File: src/rtl/wb_mem_tester_if.sv
// Wishbone bus bundle between the memory tester (master) and a memory slave.
interface wb_mem_tester_if;
  logic        wb_cyc_o;
  logic        wb_stb_o;
  logic        wb_we_o;
  logic [31:0] wb_adr_o;
  logic [3:0]  wb_sel_o;
  logic [31:0] wb_dat_o;
  logic [31:0] wb_dat_i;
  logic        wb_ack_i;

  modport master (
    output wb_cyc_o, wb_stb_o, wb_we_o, wb_adr_o, wb_sel_o, wb_dat_o,
    input  wb_dat_i, wb_ack_i
  );

  modport slave (
    input  wb_cyc_o, wb_stb_o, wb_we_o, wb_adr_o, wb_sel_o, wb_dat_o,
    output wb_dat_i, wb_ack_i
  );
endinterface

File: src/rtl/wb_mem_tester.sv
// Wishbone memory tester: writes seed ^ {~i, i} to every word of a window,
// reads it back and compares, reporting pass / timeout / error count and the
// first failing byte address.
// Optional macro WB_MEM_TESTER_INVERT_PASS_EN adds a second write+read pass
// using the inverted pattern so every bit is exercised at both polarities.
module wb_mem_tester #(
  parameter int unsigned words_log2 = 8,
  parameter logic [31:0] base_adr   = 32'h0000_0000,
  parameter int unsigned timeout    = 255
) (
  input  logic            clk,
  input  logic            reset,
  input  logic            start,
  input  logic [31:0]     seed,
  output logic            busy,
  output logic            done,
  output logic            pass,
  output logic            tmo,
  output logic [15:0]     err_count,
  output logic [31:0]     err_adr,
  wb_mem_tester_if.master wb
);

  typedef enum logic [2:0] {IDLE, WR_REQ, WR_GAP, RD_REQ, RD_GAP, DONE} state_t;

  localparam logic [16:0] NWORDS   = 17'd1 << words_log2;
  localparam logic [15:0] LAST_IDX = 16'(NWORDS - 17'd1);
  localparam logic [15:0] TMO_LIM  = 16'(timeout);

  state_t      state_q, state_d;
  logic [15:0] idx_q, idx_d;
  logic [31:0] seed_q, seed_d;
  logic [15:0] tcnt_q, tcnt_d;
  logic        inv_q, inv_d;
  logic        cyc_q, cyc_d, stb_q, stb_d, we_q, we_d;
  logic [31:0] adr_q, adr_d, dat_q, dat_d;
  logic        busy_q, busy_d, done_q, done_d, pass_q, pass_d, tmo_q, tmo_d;
  logic [15:0] errc_q, errc_d;
  logic [31:0] erra_q, erra_d;

  logic ack_v, tmo_hit, last;

  function automatic logic [31:0] pattern(input logic [31:0] s, input logic [15:0] i,
                                          input logic inv);
    return s ^ {~i, i} ^ {32{inv}};
  endfunction

  function automatic logic [31:0] word_adr(input logic [15:0] i);
    return base_adr + {14'd0, i, 2'b00};
  endfunction

  // An ack only counts while our strobe is up; stray acks in gaps are ignored.
  assign ack_v   = wb.wb_ack_i & stb_q;
  assign tmo_hit = (tcnt_q == TMO_LIM - 16'd1);
  assign last    = (idx_q == LAST_IDX);

  // State register
  always_ff @(posedge clk) begin
    if (reset) state_q <= IDLE;
    else       state_q <= state_d;
  end

  // Next-state logic
  always_comb begin
    state_d = state_q;
    unique case (state_q)
      IDLE, DONE: if (start) state_d = WR_REQ;
      WR_REQ: begin
        if (ack_v)        state_d = WR_GAP;
        else if (tmo_hit) state_d = DONE;
      end
      WR_GAP: state_d = last ? RD_REQ : WR_REQ;
      RD_REQ: begin
        if (ack_v)        state_d = RD_GAP;
        else if (tmo_hit) state_d = DONE;
      end
      RD_GAP: begin
        if (!last)        state_d = RD_REQ;
`ifdef WB_MEM_TESTER_INVERT_PASS_EN
        else if (!inv_q)  state_d = WR_REQ;
`endif
        else              state_d = DONE;
      end
      default: state_d = IDLE;
    endcase
  end

  // Output / datapath logic: next value of every registered output
  always_comb begin
    idx_d  = idx_q;  seed_d = seed_q; inv_d  = inv_q;  tcnt_d = tcnt_q;
    cyc_d  = cyc_q;  stb_d  = stb_q;  we_d   = we_q;
    adr_d  = adr_q;  dat_d  = dat_q;
    busy_d = busy_q; done_d = done_q; pass_d = pass_q; tmo_d  = tmo_q;
    errc_d = errc_q; erra_d = erra_q;
    unique case (state_q)
      IDLE, DONE: begin
        if (start) begin
          seed_d = seed;  idx_d  = '0;  inv_d = 1'b0; tcnt_d = '0;
          errc_d = '0;    erra_d = '0;  pass_d = 1'b0; tmo_d = 1'b0;
          done_d = 1'b0;  busy_d = 1'b1;
          cyc_d  = 1'b1;  stb_d  = 1'b1; we_d  = 1'b1;
          adr_d  = word_adr(16'd0);
          dat_d  = pattern(seed, 16'd0, 1'b0);
        end
      end
      WR_REQ, RD_REQ: begin
        if (ack_v) begin
          cyc_d = 1'b0; stb_d = 1'b0; we_d = 1'b0;
          if (state_q == RD_REQ && wb.wb_dat_i != pattern(seed_q, idx_q, inv_q)) begin
            if (errc_q != 16'hFFFF) errc_d = errc_q + 16'd1;
            if (errc_q == 16'd0)    erra_d = adr_q;
          end
        end else if (tmo_hit) begin
          cyc_d  = 1'b0; stb_d  = 1'b0; we_d   = 1'b0;
          tmo_d  = 1'b1; pass_d = 1'b0; busy_d = 1'b0; done_d = 1'b1;
        end else begin
          tcnt_d = tcnt_q + 16'd1;
        end
      end
      WR_GAP: begin
        tcnt_d = '0; cyc_d = 1'b1; stb_d = 1'b1;
        if (last) begin
          idx_d = '0; we_d = 1'b0; adr_d = word_adr(16'd0);
        end else begin
          idx_d = idx_q + 16'd1; we_d = 1'b1;
          adr_d = word_adr(idx_q + 16'd1);
          dat_d = pattern(seed_q, idx_q + 16'd1, inv_q);
        end
      end
      RD_GAP: begin
        tcnt_d = '0;
        if (!last) begin
          idx_d = idx_q + 16'd1; cyc_d = 1'b1; stb_d = 1'b1; we_d = 1'b0;
          adr_d = word_adr(idx_q + 16'd1);
        end
`ifdef WB_MEM_TESTER_INVERT_PASS_EN
        else if (!inv_q) begin
          inv_d = 1'b1; idx_d = '0;
          cyc_d = 1'b1; stb_d = 1'b1; we_d = 1'b1;
          adr_d = word_adr(16'd0);
          dat_d = pattern(seed_q, 16'd0, 1'b1);
        end
`endif
        else begin
          busy_d = 1'b0; done_d = 1'b1; pass_d = (errc_q == 16'd0);
        end
      end
      default: ;
    endcase
  end

  // Datapath and output registers
  always_ff @(posedge clk) begin
    if (reset) begin
      idx_q  <= '0;   seed_q <= '0;   inv_q  <= 1'b0; tcnt_q <= '0;
      cyc_q  <= 1'b0; stb_q  <= 1'b0; we_q   <= 1'b0;
      adr_q  <= '0;   dat_q  <= '0;
      busy_q <= 1'b0; done_q <= 1'b0; pass_q <= 1'b0; tmo_q  <= 1'b0;
      errc_q <= '0;   erra_q <= '0;
    end else begin
      idx_q  <= idx_d;  seed_q <= seed_d; inv_q  <= inv_d;  tcnt_q <= tcnt_d;
      cyc_q  <= cyc_d;  stb_q  <= stb_d;  we_q   <= we_d;
      adr_q  <= adr_d;  dat_q  <= dat_d;
      busy_q <= busy_d; done_q <= done_d; pass_q <= pass_d; tmo_q  <= tmo_d;
      errc_q <= errc_d; erra_q <= erra_d;
    end
  end

  assign wb.wb_cyc_o = cyc_q;
  assign wb.wb_stb_o = stb_q;
  assign wb.wb_we_o  = we_q;
  assign wb.wb_adr_o = adr_q;
  assign wb.wb_sel_o = 4'hF;
  assign wb.wb_dat_o = dat_q;
  assign busy        = busy_q;
  assign done        = done_q;
  assign pass        = pass_q;
  assign tmo         = tmo_q;
  assign err_count   = errc_q;
  assign err_adr     = erra_q;

endmodule

File: src/flat_wrapper.sv
// flat-port wrapper written by rule: the top's interface ports become plain ports
module wb_mem_tester_flat 
#(
  parameter int unsigned words_log2 = 8,
  parameter logic [31:0] base_adr   = 32'h0000_0000,
  parameter int unsigned timeout    = 255
)
  (clk, reset, start, seed, busy, done, pass, tmo, err_count, err_adr, wb_wb_cyc_o, wb_wb_stb_o, wb_wb_we_o, wb_wb_adr_o, wb_wb_sel_o, wb_wb_dat_o, wb_wb_dat_i, wb_wb_ack_i);
  wb_mem_tester_if wb_i ();
  input  logic clk;
  input  logic reset;
  input  logic start;
  input  logic [31:0] seed;
  output logic busy;
  output logic done;
  output logic pass;
  output logic tmo;
  output logic [15:0] err_count;
  output logic [31:0] err_adr;
  output wire logic [$bits(wb_i.wb_cyc_o)-1:0] wb_wb_cyc_o;
  output wire logic [$bits(wb_i.wb_stb_o)-1:0] wb_wb_stb_o;
  output wire logic [$bits(wb_i.wb_we_o)-1:0] wb_wb_we_o;
  output wire logic [$bits(wb_i.wb_adr_o)-1:0] wb_wb_adr_o;
  output wire logic [$bits(wb_i.wb_sel_o)-1:0] wb_wb_sel_o;
  output wire logic [$bits(wb_i.wb_dat_o)-1:0] wb_wb_dat_o;
  input wire logic [$bits(wb_i.wb_dat_i)-1:0] wb_wb_dat_i;
  input wire logic [$bits(wb_i.wb_ack_i)-1:0] wb_wb_ack_i;
  assign wb_wb_cyc_o = wb_i.wb_cyc_o;
  assign wb_wb_stb_o = wb_i.wb_stb_o;
  assign wb_wb_we_o = wb_i.wb_we_o;
  assign wb_wb_adr_o = wb_i.wb_adr_o;
  assign wb_wb_sel_o = wb_i.wb_sel_o;
  assign wb_wb_dat_o = wb_i.wb_dat_o;
  assign wb_i.wb_dat_i = wb_wb_dat_i;
  assign wb_i.wb_ack_i = wb_wb_ack_i;
  wb_mem_tester #(.words_log2(words_log2), .base_adr(base_adr), .timeout(timeout)) u_core (.clk(clk), .reset(reset), .start(start), .seed(seed), .busy(busy), .done(done), .pass(pass), .tmo(tmo), .err_count(err_count), .err_adr(err_adr), .wb(wb_i));
endmodule
File: config.mk
export PLATFORM = sky130hd
export DESIGN_NAME = wb_mem_tester_flat
export DESIGN_NICKNAME = d
export VERILOG_FILES = /design/src/rtl/wb_mem_tester_if.sv /design/src/rtl/wb_mem_tester.sv /design/src/flat_wrapper.sv
export SDC_FILE = /design/constraint.sdc
export NUM_CORES = 1
export LEC_CHECK = 0
export BUFFER_PORTS_ARGS = -buffer_cell sky130_fd_sc_hd__buf_2
export CAP_MARGIN = 20
export CORE_ASPECT_RATIO = 0.5
export CORE_UTILIZATION = 38
export CTS_BUF_LIST = sky130_fd_sc_hd__clkbuf_8
export DETAILED_ROUTE_END_ITERATION = 8
export SYNTH_ARGS = -nofsm -noshare
export SYNTH_HDL_FRONTEND = slang
export SYNTH_SLANG_ARGS = --single-unit
File: constraint.sdc
create_clock -name clk -period 2.45 [get_ports clk]
set_input_delay 0.1225 -clock clk [delete_from_list [all_inputs] [get_ports clk]]
set_output_delay 0.1225 -clock clk [all_outputs]
set_load 0.02 [all_outputs]
==> reports/qor.log <==
qor: power_and_ir_drop.cellLeakagePower 4.18 nW
qor: timing.hold_slack 0.120 ns
qor: power_and_ir_drop.power_density 519 mW/mm2
qor: worst_setup_path.crit_slowest_cell or4_4
qor: logic_synthesis.synthesized_area_per_cell 7.71 um2
qor: cells_and_area.layout-area-overhead-vs-synth 32.1%
qor: outcome.failed_checks negative setup slack
qor: floorplanning.die_area 0.0207 mm2
qor: outcome.run_status complete, but fails checks
qor: cts.cts-root-to-sink-buffers 2
qor: logic_synthesis.synth-async-reset-ratio 0%
qor: cts.clkTransAtPathRegs 0.08 ns
qor: route.via_per_inst 5.25
qor: route.postRouteWirelength 25.4 mm
qor: worst_setup_path.cp.required 2.83 ns
qor: timing.grt_setup_unrepaired true
qor: placed_design.detailed_place_hpwl 17.9 mm
qor: worst_setup_path.slowest_delay 0.66 ns
qor: logic_synthesis.synth_ff_type dfxtp_1
qor: cells_and_area.layout.cells.most_common_list 154 x nand2_1, 153 x buf_2, 126 x dfxtp_1, 112 x a21oi_1, 92 x buf_4
qor: logic_synthesis.number_of_enable_flip_flop_cells_after_synthesis 0
qor: logic_synthesis.yosysTopAreaCellShare 35.9%
qor: floorplanning.chipWidth 202 um
qor: global_route.grt_start_max_net_pins 104
qor: timing.final_number_of_hold_violating_endpoints 0
qor: cells_and_area.postLayoutCoreUtil 51.5%
qor: cts.insertion_delay 0.47 ns
qor: cts.cts_inserted_buffers 17
qor: worst_setup_path.crit_buf_inv 1
qor: cells_and_area.design.final.nets 1,298
qor: timing.clock-skew-final 0.0101 ns
qor: worst_setup_path.critical_path.max_fanout 8
qor: route.drt-wirelength-per-cell 16.9 um
qor: worst_setup_path.timing.setup.critical_path_class reg -> reg
qor: logic_synthesis.synth.distinct_cells 66
qor: worst_setup_path.critical_path_arrival 2.94 ns
qor: timing.fin_ws -0.110 ns
qor: floorplanning.die_height 102 um
qor: global_route.antenna_found_initial 1
qor: timing.finalSetupViolations 30
qor: route.drc 0
qor: floorplanning.placeableCoreArea 0.0196 mm2
qor: timing.worst_pin_slew 0.588 ns
qor: cts.tritoncts_clock_tree built
qor: placed_design.placedCellCount 1,435
qor: cts.clk_root_buffer_cell clkbuf_8
qor: global_route.gr_usage_total 24.3%
qor: timing.slew-limit-headroom 60.8%
qor: flow_run.timing.max_cap.violations 0
qor: cells_and_area.final_non_filler_cells 1,505
qor: placed_design.detailed_place.area 0.00913 mm2
qor: logic_synthesis.netlist_area 0.00764 mm2
qor: timing.finalSetupTns -1.46 ns
qor: logic_synthesis.yosysWarnings 0
qor: power_and_ir_drop.vdd_ir_drop_max 0.000347 V
qor: cts.htree_num_levels 4
qor: route.via_count 7,900
qor: worst_setup_path.path_delay_family simple AND/OR/NAND/NOR gates
qor: placed_design.gp_congestion 0.890
qor: cts.cts.sink_count 137
qor: logic_synthesis.library_cell_occupying_the_most_area_in_the_post_synthesis_netlist dfxtp_1
qor: route.postRouteAntennaNets 0
qor: logic_synthesis.yosys-top-cells-area dfxtp_1 36%, nand2_1 7.7%, a21oi_1 7.5%, xnor2_1 6.8%, buf_4 4.1%
qor: cells_and_area.leading_cell_type_in_the_layout_fill_and_taps_excluded nand2_1
qor: global_route.total_global_routing_overflow 0
qor: logic_synthesis.synth_sequential_area_ratio 35.9%
qor: worst_hold_path.worstHoldPathType in -> reg
qor: timing.max_freq 391 MHz
qor: timing.slew_violations 0
qor: logic_synthesis.ffs_latches_synth 137
qor: route.drtPass1Iterations 5
qor: timing.final.min_clock_period 2.56 ns
qor: floorplanning.top_level_ports 191
qor: worst_setup_path.critPathMostFrequentCell or4_4
qor: logic_synthesis.syn_inst 991
qor: timing.final_min_period_over_clock_period 104%
qor: global_route.wire_length_of_the_first_global_routing_pass 38.7 mm
qor: worst_setup_path.path_cells xnor3_1, nor2_2, o211ai_1, or4_4, or4_4, buf_6, a31o_1, o31ai_1
qor: floorplanning.core.rowCount 36
qor: cells_and_area.final_area 0.0101 mm2
qor: placed_design.port_buffers 154
qor: route.drt-initial-drc-count 512
qor: worst_setup_path.endpoint_kind flip-flop
qor: global_route.vias_in_the_first_global_route 7,279
qor: worst_setup_path.setup.worst_path.start_class flip-flop
qor: cells_and_area.proportion_of_layout_cells_with_a_drive_suffix_above_1 27.1%
qor: floorplanning.initial_utilization 39.0%
==> synthesized netlist by cell type (3+ instances only) <==
cell type and n:
nand3b_1 6, a21o_1 7, buf_2 9, o31ai_1 9
o221ai_1 4, o22ai_1 4, o21a_1 3, a211oi_1 8
or3_1 16, dfxtp_1 137, o21ai_0 47, a21oi_1 114
ha_1 5, o21ai_1 3, xor2_1 35, nor2b_1 5
a22oi_1 4, clkbuf_1 52, and3_1 9, and2_1 4
nand4_1 23, inv_1 18, o211ai_1 19, nor3b_1 3
xnor2_1 59, nor2_1 75, buf_4 42, nor4_1 7
a311oi_1 4, nand3_1 27, a221oi_1 4, nand2b_1 9
or4_1 3, nor3_1 19, nand2_1 156, buf_6 3
==> registers in the layout, indices dropped and copies added, names as in the netlist <==
name	cells
u_core.wb.wb_adr_o	16
u_core.pass	1
u_core.tmo	1
u_core.wb.wb_cyc_o	1
u_core.err_count	16
u_core.wb.wb_dat_o	32
u_core.state_q	3
u_core.err_adr	16
u_core.busy	1
u_core.done	1
u_core.seed_q	32
u_core.tcnt_q	16
u_core.wb.wb_we_o	1
==> worst reg2reg max path, delay by kind of cell, from the launching register on <==
kind | cells | cell delay (ns)
AND/OR/NAND/NOR | 3 | 1.24
XOR/XNOR | 1 | 0.35
buffers and inverters | 1 | 0.17
flip-flops | 1 | 0.34
AO/OA/AOI/OAI | 3 | 0.37
==> per-layer routing <==
metal	GRT usage [%]	vias up	share of wire (%)
met3	5.23	33	6.5
met1	32.2	3792	46
met4	8.10	0	1.9
li1	-	3827	-
met2	39.7	248	46
met5	0	-	0
==> worst paths after layout <==
check / startpoint / end / slack [ns] / cells past startpoint
setup reg to reg: u_core.wb.wb_adr_o[14]$_SDFFE_PP0P_ / u_core.err_count[4]$_SDFFE_PP0P_ / -0.11 / 8
hold reg to reg: u_core.wb.wb_dat_o[30]$_SDFFE_PP0P_ / u_core.wb.wb_dat_o[30]$_SDFFE_PP0P_ / 0.45 / 2
hold / removal: wb_wb_ack_i / u_core.tmo$_SDFFE_PP0P_ / 0.12 / 4
setup / recovery: u_core.wb.wb_adr_o[14]$_SDFFE_PP0P_ / u_core.err_count[4]$_SDFFE_PP0P_ / -0.11 / 8
==> repair_timing <==
item                                    CTS  global route
hold buffers                             32             0
resized for setup                         6            29
endpoints found under the setup margin   32            70
buffers inserted                          1             2
hold endpoints to repair                 57             0
gates cloned                              1             1
pin swaps                                 1            22
==> stage by stage <==
stage / total power, mW / worst slack (ns)
floorplan: 2.92 / 0.0000326
global placement: 3.18 / -0.0424
detailed placement: 3.19 / -0.0791
CTS: 5.24 / -0.0672
global route: 5.45 / -0.167
finish: 5.24 / -0.110
==> cells by family (layout without fill, tap and decap cells) <==
group                    count (synthesis)  after routing  share of synthesized area [%]
AND/OR/NAND/NOR                        373            373                           23.0
adder cells (fa/ha/maj)                  5              5                          0.819
AO/OA/AOI/OAI                          249            249                           19.7
flip-flops                             137            137                           35.9
XOR/XNOR                                97             97                           11.6
buffers and inverters                  127            340                           8.76
multiplexers                             1              1                          0.131
other                                    2             37                         0.0983
==> area by class of cell <==
type	count	area, um2
Fill cell	1918	9500
Multi-Input combinational cell	761	4500
Sequential cell	137	2760
Timing Repair Buffer	290	2010
Tap cell	266	333
Clock buffer	20	275
Clock inverter	12	146
Inverter	18	67.6
Antenna cell	1	2.50
==> power breakdown <==
group,internal [mW],leakage [nW],switching (mW)
clock network,1.08,0.211,0.957
logic,0.327,2.85,0.508
registers,2.31,1.12,0.0570
total,3.71,4.18,1.52
Note: power is estimated with default switching activity, not from simulation.
